==> src/rtl/seq_decoder_pkg.sv <==
// Shared types, sizing defaults and the one-hot helper for the seq_decoder family.
package seq_decoder_pkg;

   typedef enum logic [1:0] {
      IDLE   = 2'd0,
      HOLD   = 2'd1,
      STROBE = 2'd2,
      SCAN   = 2'd3
   } state_t;

   localparam int N_MAX     = 8;
   localparam int N_DEF     = 4;
   localparam int DIV_W_DEF = 8;

   function automatic logic [(1<<N_MAX)-1:0] onehot(input logic [N_MAX-1:0] addr);
      logic [(1<<N_MAX)-1:0] r;
      r       = '0;
      r[addr] = 1'b1;
      return r;
   endfunction

endpackage

==> src/rtl/seq_decoder_onehot_core.sv <==
// Combinational N -> 2^N one-hot decoder shared by the accept and scan paths.
module onehot_core
   import seq_decoder_pkg::*;
#(
   parameter int N = N_DEF
) (
   input  logic [N-1:0]        addr,
   output logic [(1<<N)-1:0]   onehot_out
);

   logic [(1<<N_MAX)-1:0] dec_full;

   assign dec_full   = onehot(N_MAX'(addr));
   assign onehot_out = dec_full[(1<<N)-1:0];

   // Lines above 2^N can never be selected for N < N_MAX.
   generate
      if (N < N_MAX) begin : g_hi
         logic [(1<<N_MAX)-(1<<N)-1:0] unused_hi;
         assign unused_hi = dec_full[(1<<N_MAX)-1:(1<<N)];
      end
   endgenerate

endmodule

==> src/rtl/seq_decoder.sv <==
// Registered N-to-2^N one-hot decoder with valid/ready input, strobe/latch modes
// and an optional self-timed scan walk enabled by SEQ_DECODER_SCAN_EN.
module seq_decoder
   import seq_decoder_pkg::*;
#(
   parameter int N     = N_DEF,
   parameter int DIV_W = DIV_W_DEF
) (
   input  logic                clk,
   input  logic                rst_n,
   input  logic                en,
   input  logic                in_valid,
   output logic                in_ready,
   input  logic [N-1:0]        in_addr,
   input  logic                pulse_mode,
   input  logic                scan_start,
   input  logic [DIV_W-1:0]    scan_div,
   output logic [(1<<N)-1:0]   d,
   output logic                d_valid,
   output logic                busy
);

   state_t               state_q, state_d;
   logic [(1<<N)-1:0]    d_q, d_d;
   logic [N-1:0]         sel_addr;
   logic [(1<<N)-1:0]    sel_onehot;
   logic                 accept;

   onehot_core #(.N(N)) u_onehot (
      .addr       (sel_addr),
      .onehot_out (sel_onehot)
   );

`ifdef SEQ_DECODER_SCAN_EN
   logic [DIV_W-1:0]     div_q, div_d;
   logic [DIV_W-1:0]     cnt_q, cnt_d;
   logic [N-1:0]         idx_q, idx_d;

   assign in_ready = rst_n && en && (state_q != SCAN) && !scan_start;
   assign busy     = (state_q == SCAN);
`else
   logic unused_scan;

   assign unused_scan = ^{scan_start, scan_div};
   assign in_ready    = rst_n && en;
   assign busy        = 1'b0;
`endif

   assign accept  = in_valid && in_ready;
   assign d       = d_q;
   assign d_valid = |d_q;

   always_comb begin
      state_d  = state_q;
      d_d      = d_q;
      sel_addr = in_addr;
`ifdef SEQ_DECODER_SCAN_EN
      div_d    = div_q;
      cnt_d    = cnt_q;
      idx_d    = idx_q;
`endif
      if (!en) begin
         state_d = IDLE;
         d_d     = '0;
      end
`ifdef SEQ_DECODER_SCAN_EN
      else if (state_q != SCAN && scan_start) begin
         // Scan wins over a simultaneous address; first line is driven at the start edge.
         state_d  = SCAN;
         div_d    = scan_div;
         cnt_d    = scan_div;
         idx_d    = '0;
         sel_addr = '0;
         d_d      = sel_onehot;
      end
      else if (state_q == SCAN) begin
         if (cnt_q == '0) begin
            if (&idx_q) begin
               state_d = IDLE;
               d_d     = '0;
            end else begin
               idx_d    = idx_q + 1'b1;
               cnt_d    = div_q;
               sel_addr = idx_q + 1'b1;
               d_d      = sel_onehot;
            end
         end else begin
            cnt_d = cnt_q - 1'b1;
         end
      end
`endif
      else if (accept) begin
         state_d = pulse_mode ? STROBE : HOLD;
         d_d     = sel_onehot;
      end
      else if (state_q == STROBE) begin
         state_d = IDLE;
         d_d     = '0;
      end
   end

   always_ff @(posedge clk or negedge rst_n) begin
      if (!rst_n) begin
         state_q <= IDLE;
         d_q     <= '0;
      end else begin
         state_q <= state_d;
         d_q     <= d_d;
      end
   end

`ifdef SEQ_DECODER_SCAN_EN
   // Dwell and line-index datapath; only read while in SCAN, so left unreset.
   always_ff @(posedge clk) begin
      div_q <= div_d;
      cnt_q <= cnt_d;
      idx_q <= idx_d;
   end
`endif

endmodule
==> config.mk <==
export PLATFORM = sky130hd
export DESIGN_NAME = seq_decoder
export DESIGN_NICKNAME = d
export VERILOG_FILES = /design/src/rtl/seq_decoder_pkg.sv /design/src/rtl/seq_decoder_onehot_core.sv /design/src/rtl/seq_decoder.sv
export SDC_FILE = /design/constraint.sdc
export NUM_CORES = 1
export LEC_CHECK = 0
export BUFFER_PORTS_ARGS = -buffer_cell sky130_fd_sc_hd__buf_2
export CORE_MARGIN = 3
export CORE_UTILIZATION = 33
export CTS_CLUSTER_SIZE = 12
export DETAILED_ROUTE_END_ITERATION = 6
export GPL_ROUTABILITY_DRIVEN = 0
export PLACE_DENSITY = 0.67
export SLEW_MARGIN = 20
export SYNTH_ARGS = -nofsm -noshare
export SYNTH_HDL_FRONTEND = slang
export SYNTH_SLANG_ARGS = --single-unit
==> constraint.sdc <==
create_clock -name clk -period 1.85 [get_ports clk]
set_input_delay 0.0925 -clock clk [delete_from_list [all_inputs] [get_ports clk]]
set_output_delay 0.0925 -clock clk [all_outputs]
set_load 0.1 [all_outputs]
* Yosys cells after proc, flatten, opt, wreduce, memory -nomap -nowiden
Cells that the tools add are included.
** Word-level totals
- Register bits :: 18
- Input bits :: 18
- Output and inout bits :: 19
** Operators by class
- Equal/unequal tests :: 2
- Multiplexer cells :: 9
- $lt $le $gt $ge :: 2
- Reductions and logical operators :: 4
** Operators by type and width (number)
- $mux 16 :: 3
- $reduce_or 16->1 :: 1
- $lt 4x9->1 const B :: 1
- $mux 2 :: 4
- $demux 1 s4 :: 1
- $ge 4x1->1 const B :: 1
- $logic_and 1x1->1 :: 3
- $ne 3x1->1 const B :: 1
- $eq 2x2->1 const B :: 1
- $mux 1 :: 1

* Longest topological paths before layout
Gate-level depths: netlist of run 1.
- Depth after elaboration :: 6
- Mapped depth :: 5

* Hierarchy
A second synthesis of run 1 with hierarchy kept.
** Second synthesis, totals
- Cell total of the unflattened synthesis :: 75
- Area total of the unflattened synthesis :: 1008.5 sq um
** Modules (own cells, without submodules)
- seq_decoder :: seq. area each 450.4 sq um, times used 1, area an instance 732.0 sq um, cells an instance 55
- onehot_core :: seq. area each 0.0 sq um, times used 1, area an instance 276.5 sq um, cells an instance 20

* Worst setup path before layout of run 1
Ideal clock, no wire load.
- Path kind :: register -> output
- From :: register d_q[13], in the netlist d[13]
- To :: output d_valid
- Path buffers :: 0
- Stages on the path, launching flop included :: 3
- Required time :: 1.757 ns
- Arrival time :: 2.058 ns
- Setup slack :: -0.300 ns
- Cells stage by stage :: dfrtp_1 > nor4_1 > nand4_1
** Between the ends
- Longest elaborated chain between the ends :: 1
** Ends and longest elaborated chain
- start: declaration :: RTL line seq_decoder.sv:24 : logic [(1<<N)-1:0] d_q, d_d;
- start signal: assignment :: RTL line seq_decoder.sv:105 : d_q <= '0;
- start signal: assignment :: RTL line seq_decoder.sv:108 : d_q <= d_d;
- $reduce_or 16->1 :: RTL line seq_decoder.sv:51 : assign d_valid = |d_q;
- end: declaration :: RTL line seq_decoder.sv:19 : output logic d_valid,
Every way passes these cells.

* Worst setup path in the final report of run 1
- From :: register d_q[14], in the netlist d[14]
- To :: output d_valid
The elaborated chain is that of the path after synthesis.

==> qor.csv, run 1 <==
stage,metric,value,unit
status,status,"complete, no violations",
floorplanning,# rows,16,
route,number of nets with antenna violations after routing,0,
sta,slew at the pin with the worst max-slew slack,0.619,ns
layout,Final nets,111,
layout,Post-Layout Cell Count,119,
route,final wirelength,1.87,mm
sta,setup TNS,0,ns
sta,RSZ-0062 raised after global routing,no,
yosys,Syn Area/Cell,12.4,sq um
worst_setup_path,Worst Path Required,1.76,ns
clocking,Num CTS Buffers,3,
placed_design,Port Buffers,26,
worst_setup_path,crit end category,output pin,
yosys,dominant cell by count in the synthesized netlist,dfrtp_1,
yosys,share of synthesized registers carrying an async set or reset,100,%
yosys,Mapped Cells,63,
worst_setup_path,worst reg2reg setup slack,0.72,ns
min_path,end of the worst hold path,state_q[1]$_DFFE_PN0P_,
sta,setup violators final,0,
worst_setup_path,Buf/Inv on CP,1,
worst_setup_path,"delay-heaviest family, CP",flip-flops,
power_and_ir_drop,PwrDens,746,mW/mm^2
route,First DRT Iteration DRCs,12,
global_routing,vias in the first global route,604,
worst_setup_path,R2R depth,3,
sta,Rel. slew slack,58.4,%
sta,fin. max-slew vios,0,
clocking,clk slew on worst S/H paths,0.10,ns
yosys,"Seq/Total Area, Yosys",57.9,%
worst_setup_path,CP Launch Type,register,
global_routing,initial antenna violation count,0,
floorplanning,die width,54.6,um
floorplanning,die area,0.00298,sq mm
yosys,Synth Flop Type,dfrtp_1,
min_path,hold depth,3,
sta,Tcrit/Tclk final,89.6,%
sta,fin crit period,1.66,ns
layout,area delta synth->final,26.5,%
power_and_ir_drop,Worst VDD drop,0.000416,V
worst_setup_path,FF-to-FF Start,state_q[0]$_DFFE_PN0P_,
global_routing,"Remaining Overflow, GRT",0,
yosys,synth top area cells,"dfrtp_1 (58%), a22o_1 (14%), a32o_1 (5.1%)",
worst_setup_path,crit-path max cell delay,0.49,ns
worst_setup_path,Worst Setup SP,d[14]$_DFFE_PN0P_,
worst_setup_path,CP Data Arrival Time,1.57,ns
route,DRT Pass-1 Iters,4,
clocking,CTS resizes,0,
sta,hold slack,0.0647,ns
run,Max Cap Viol,0,
clocking,CTS root buf,clkbuf_4,
worst_setup_path,critical-path maximum fanout,3,
worst_setup_path,Levels on crit path,3,
worst_setup_path,Reg-to-Reg End,d[4]$_DFFE_PN0P_,
floorplanning,Ports,37,
global_routing,largest net degree at the start of global routing,17,
worst_setup_path,CP cell instances,nor4_1 -> nand4_1 -> buf_2,
min_path,Hold Crit Start,pulse_mode,
power_and_ir_drop,Leak Pwr,0.471,nW
sta,worst setup margin,0.192,ns
floorplanning,die height,54.6,um
clocking,clock tree sinks,18,
layout,Antenna diodes,0,
yosys,synthesized cell area,778,sq um
clocking,CTS max path bufs,2,
worst_setup_path,"Worst Path Class, Setup",register to output pin,
yosys,post-synth net total,81,
yosys,number of enable flip-flop cells after synthesis,0,
yosys,Yosys cell types,20,
yosys,"area leader, netlist",dfrtp_1,
yosys,Synth top area share,57.9,%
layout,layout cells sized above 1,53.3,%
sta,"Hold Vio Cnt, Final",0,
route,vias post-DR,636,
placed_design,placed cells,114,
clocking,setup repair bufs after CTS,0,
placed_design,Detail Placement HPWL,1.42,mm
worst_setup_path,critical path's slowest cell,dfrtp_4,
placed_design,Setup WS pre-CTS,0.498,ns
sta,final clock skew,0.00407,ns
global_routing,GRT Util Overall,14.5,%
clocking,# hold bufs at CTS,1,
min_path,Hold WC Path Type,input pin to register,
route,post-DR wirelength/cell,15.7,um
clocking,CTS tree,done,
route,vias per inst,5.34,
route,DRC Markers,0,
clocking,worst skew pair latency,0.29,ns
global_routing,first-pass GRT wire length,2.93,mm
yosys,most frequent cells after synthesis,"dfrtp_1 (18), a22o_1 (12), a32o_1 (4), nor4_1 (4)",
yosys,Yosys reg bits,18,
floorplanning,Initial Util,37.0,%
clocking,H-tree Lvls,1,
yosys,Yosys warnings,0,
floorplanning,core box area,0.00210,sq mm
sta,fmax,0.603,GHz
[worst max path at each step]
| stage | slack (ns) | to |
|---|---|---|
| 3_3_place_gp | 0.50 | d_valid |
| 3_5_place_dp | 0.50 | d_valid |
| 4_1_cts | 0.16 | d_valid |
| 2_1_floorplan | -0.09 | d_valid |
| 6_report | 0.19 | d_valid |
| 5_1_grt | 0.12 | d_valid |
[metal layers]
metal  global-route usage (%)  vias up  part of all wire (%)
met4                     6.22        0                   1.0
li1                         -      302                     -
met5                        0        -                     0
met2                     20.3       27                    45
met3                     5.18        2                   7.5
met1                     19.8      305                    47
[cell type report]
type                            count  area, sq um
Sequential cell                    18          483
Tap cell                           27         33.8
Timing Repair Buffer               28          148
Fill cell                         197         1120
Multi-Input combinational cell     42          294
Clock buffer                        4         26.3
[worst reg2reg max path, stage by stage (launching register included)]
cell      delay (ns)
dfrtp_1         0.40
nand2b_1        0.14
and3_4          0.23
a22o_1          0.25
[flip-flops by register name, summed over array words and instances (netlist names)]
| name | flops |
|---|---|
| state_q | 2 |
| d | 16 |
[cell usage in the layout (no fill, tap or decap)]
cell type	count
buf_2	26
nor2_1	3
nand2_1	2
nor3_1	2
and2_1	1
nand2_2	1
a32o_1	4
clkbuf_4	3
nand2b_1	2
conb_1	1
nor4_1	4
buf_4	1
a22o_1	12
nand3_1	3
a21boi_0	2
dfrtp_2	11
clkbuf_1	1
and3_4	1
nand4_1	1
dfrtp_4	5
dfrtp_1	2
or2_2	1
dlygate4sd3_1	1
nor2b_1	2
[per-stage QoR]
stage	power (mW)	utilization, %	instance area, sq um
2_1_floorplan	0.512	-	811
3_3_place_gp	0.540	45.1	948
3_5_place_dp	0.542	45.1	948
4_1_cts	0.747	46.8	985
5_1_grt	0.770	46.8	985
6_report	0.734	46.8	985
[power breakdown]
group	switching (mW)	total (mW)	internal [mW]
logic	0.105	0.132	0.0272
clock network	0.115	0.199	0.0839
registers	0.00370	0.403	0.399
[cell families (layout without fill, tap and decap cells)]
logic type,after synthesis,after routing,share of synthesized area (%)
and+or+nand+nor,23,23,16.7
other,1,1,0.482
AOI/OAI and AO/OA,18,18,20.6
DFF,18,18,57.9
buffers and inverters,3,32,4.34
No activity file was read; power rests on OpenSTA's default activity.
==> run 2: changes to the inputs <==
- BUFFER_PORTS_ARGS: -buffer_cell sky130_fd_sc_hd__buf_2 -> default
- DONT_BUFFER_PORTS: default -> 1
- PLACE_DENSITY: 0.67 -> 0.54
==> run 2 against run 1 <==
  * Utilization is 3.2 points higher
  * Register-to-register slack worse by 0.52 ns
  * Worst setup slack better by 0.0035 ns
  * Via count is 3.1% lower
  * Clock skew is 0.0018 ns lower
  * Hold slack worse by 0.036 ns
  * Sequential share of layout area is 3.1 points lower
  * Sequential power hardly changed
  * Critical endpoint unchanged
  * Largest power group unchanged
==> qor.csv, run 2 (same netlist as run 1, synthesis figures left out) <==
stage,metric,value,unit,change
layout,Finished Cell Area,0.00105,sq mm,+6.9%
sta,final clock skew,0.00231,ns,-0.00177 ns
sta,Rel. slew slack,43.2,%,-15 points
worst_setup_path,critical path's slowest cell,dfrtp_4,,
layout,post-layout util,50.1,%,+3.2 points
floorplanning,# rows,16,,unchanged
layout,Antenna diodes,0,,unchanged
layout,"commonest cells after routing, fill and taps aside","buf_4 (18), a22o_1 (12), dfrtp_2 (11)",,
sta,fin. max-slew vios,0,,unchanged
global_routing,largest net degree at the start of global routing,20,,+3
route,DRT Pass-1 Iters,4,,unchanged
clocking,CTS tree,done,,
route,post-DR wirelength/cell,18.2,um,+16%
worst_setup_path,crit-path max cell delay,0.49,ns,about the same
route,number of nets with antenna violations after routing,0,,unchanged
placed_design,placed cell area,946,sq um,-0.26%
layout,Final nets,108,,-2.7%
floorplanning,die width,54.6,um,unchanged
global_routing,first-pass GRT wire length,3.41,mm,+16%
sta,setup TNS,0,ns,unchanged
route,final wirelength,2.12,mm,+13%
layout,"commonest non-fill, non-tap cell in the layout",buf_4,,
floorplanning,Ports,37,,unchanged
placed_design,Setup WS pre-CTS,0.541,ns,+0.0431 ns
worst_setup_path,critical-path maximum fanout,2,,-1
global_routing,GRT Util Overall,16.8,%,+2.3 points
sta,setup violators final,0,,unchanged
layout,area delta synth->final,35.2,%,
run,Max Cap Viol,0,,unchanged
global_routing,vias in the first global route,650,,+7.6%
route,vias per inst,5.31,,-0.64%
floorplanning,die area,0.00298,sq mm,unchanged
sta,fmax,0.605,GHz,+0.21%
clocking,worst skew pair latency,0.30,ns,about the same
floorplanning,core box area,0.00210,sq mm,unchanged
status,status,"complete, no violations",,
route,DRC Markers,0,,unchanged
worst_setup_path,Worst Path Required,1.76,ns,about the same
layout,max reg flops,16,,unchanged
clocking,setup repair bufs after CTS,0,,unchanged
floorplanning,die height,54.6,um,unchanged
power_and_ir_drop,PwrDens,746,mW/mm^2,about the same
worst_setup_path,Buf/Inv on CP,1,,unchanged
global_routing,"Remaining Overflow, GRT",0,,unchanged
sta,RSZ-0062 raised after global routing,no,,
route,vias post-DR,616,,-3.1%
sta,"Hold Vio Cnt, Final",0,,unchanged
clocking,Num CTS Buffers,3,,unchanged
global_routing,initial antenna violation count,0,,unchanged
placed_design,Detail Placement HPWL,1.44,mm,+0.89%
worst_setup_path,"delay-heaviest family, CP",simple AND/OR/NAND/NOR gates,,
sta,Tcrit/Tclk final,89.4,%,-0.19 points
power_and_ir_drop,Worst VDD drop,0.000480,V,+15%
route,First DRT Iteration DRCs,17,,+5
worst_setup_path,CP Launch Type,register,,
placed_design,placed cells,105,,-7.9%
worst_setup_path,"Worst Path Class, Setup",register to output pin,,
sta,slew at the pin with the worst max-slew slack,0.849,ns,+0.230 ns
clocking,H-tree Lvls,1,,unchanged
clocking,CTS max path bufs,2,,unchanged
floorplanning,Initial Util,37.0,%,unchanged
placed_design,Port Buffers,0,,-100%
layout,layout cells sized above 1,46.1,%,-7.2 points
sta,worst setup margin,0.196,ns,+0.00347 ns
layout,Post-Layout Cell Count,116,,-2.5%
power_and_ir_drop,Leak Pwr,0.467,nW,-0.81%
clocking,clock tree sinks,18,,unchanged
clocking,clk slew on worst S/H paths,0.11,ns,about the same
worst_setup_path,crit end category,output pin,,
worst_setup_path,CP cell instances,nor4_1 -> nand4_1 -> buf_4,,
worst_setup_path,CP Data Arrival Time,1.56,ns,about the same
clocking,CTS root buf,clkbuf_4,,
sta,fin crit period,1.65,ns,-0.00347 ns
min_path,Hold WC Path Type,input pin to register,,
run 2: cell types whose count changed in the layout (fill, tap and decap cells not counted), sizes merged:
cell | before | now
buf | 27 | 18
dlygate4sd3 | 1 | 7
run 2: through the flow:
stage / power, mW / hold slack (ns)
5_1_grt: 0.817 / 0.0497
6_report: 0.785 / 0.0289
4_1_cts: 0.791 / 0.0263
3_5_place_dp: 0.522 / -0.203
3_3_place_gp: 0.522 / -0.202
2_1_floorplan: 0.512 / -0.203
run 2: repair_timing:
| action | 4_1_cts | 5_1_grt |
|---|---|---|
| gates resized for setup | 0 | 0 |
| hold buffers | 7 | 0 |
| hold endpoints to repair | 24 | 0 |
run 2: power by group:
part           internal [mW]  switching (mW)
combinational         0.0318           0.101
sequential             0.399         0.00295
clock                  0.120           0.130
run 2: worst register-to-register path: stages (launching register included):
cell and delay (ns):
dfrtp_1 0.40, nand2b_1 0.15, and3_4 0.23, a32o_1 0.21
dlygate4sd3_1 0.55
run 2: worst paths after layout:
path | cells after the start | end | slack [ns] | from
worst max-delay path | 3 | d_valid | 0.20 | d[1]$_DFFE_PN0P_
worst min-delay path | 3 | state_q[0]$_DFFE_PN0P_ | 0.03 | in_valid
worst max register to register | 4 | d[14]$_DFFE_PN0P_ | 0.20 | state_q[0]$_DFFE_PN0P_
worst min register to register | 2 | state_q[0]$_DFFE_PN0P_ | 0.56 | state_q[0]$_DFFE_PN0P_
max in group asynchronous | 1 | d[14]$_DFFE_PN0P_ | 0.90 | rst_n
min in group asynchronous | 1 | d[8]$_DFFE_PN0P_ | 0.33 | rst_n
run 2: final cells by class:
class / instances / area (sq um)
fillers: 201 / 1050
flip-flops and latches: 18 / 483
multi-input cells: 42 / 294
repair buffers: 25 / 205
clock buffers: 4 / 36.3
well taps: 27 / 33.8
run 2: per-layer routing:
layer,share of wire (%),wire [um],track usage (%),up-vias
met2,44,939,25.1,19
li1,-,-,-,297
met1,48,1010,22.0,298
met4,0.57,12,4.98,0
met5,0,0,0,-
met3,7.2,153,6.81,2
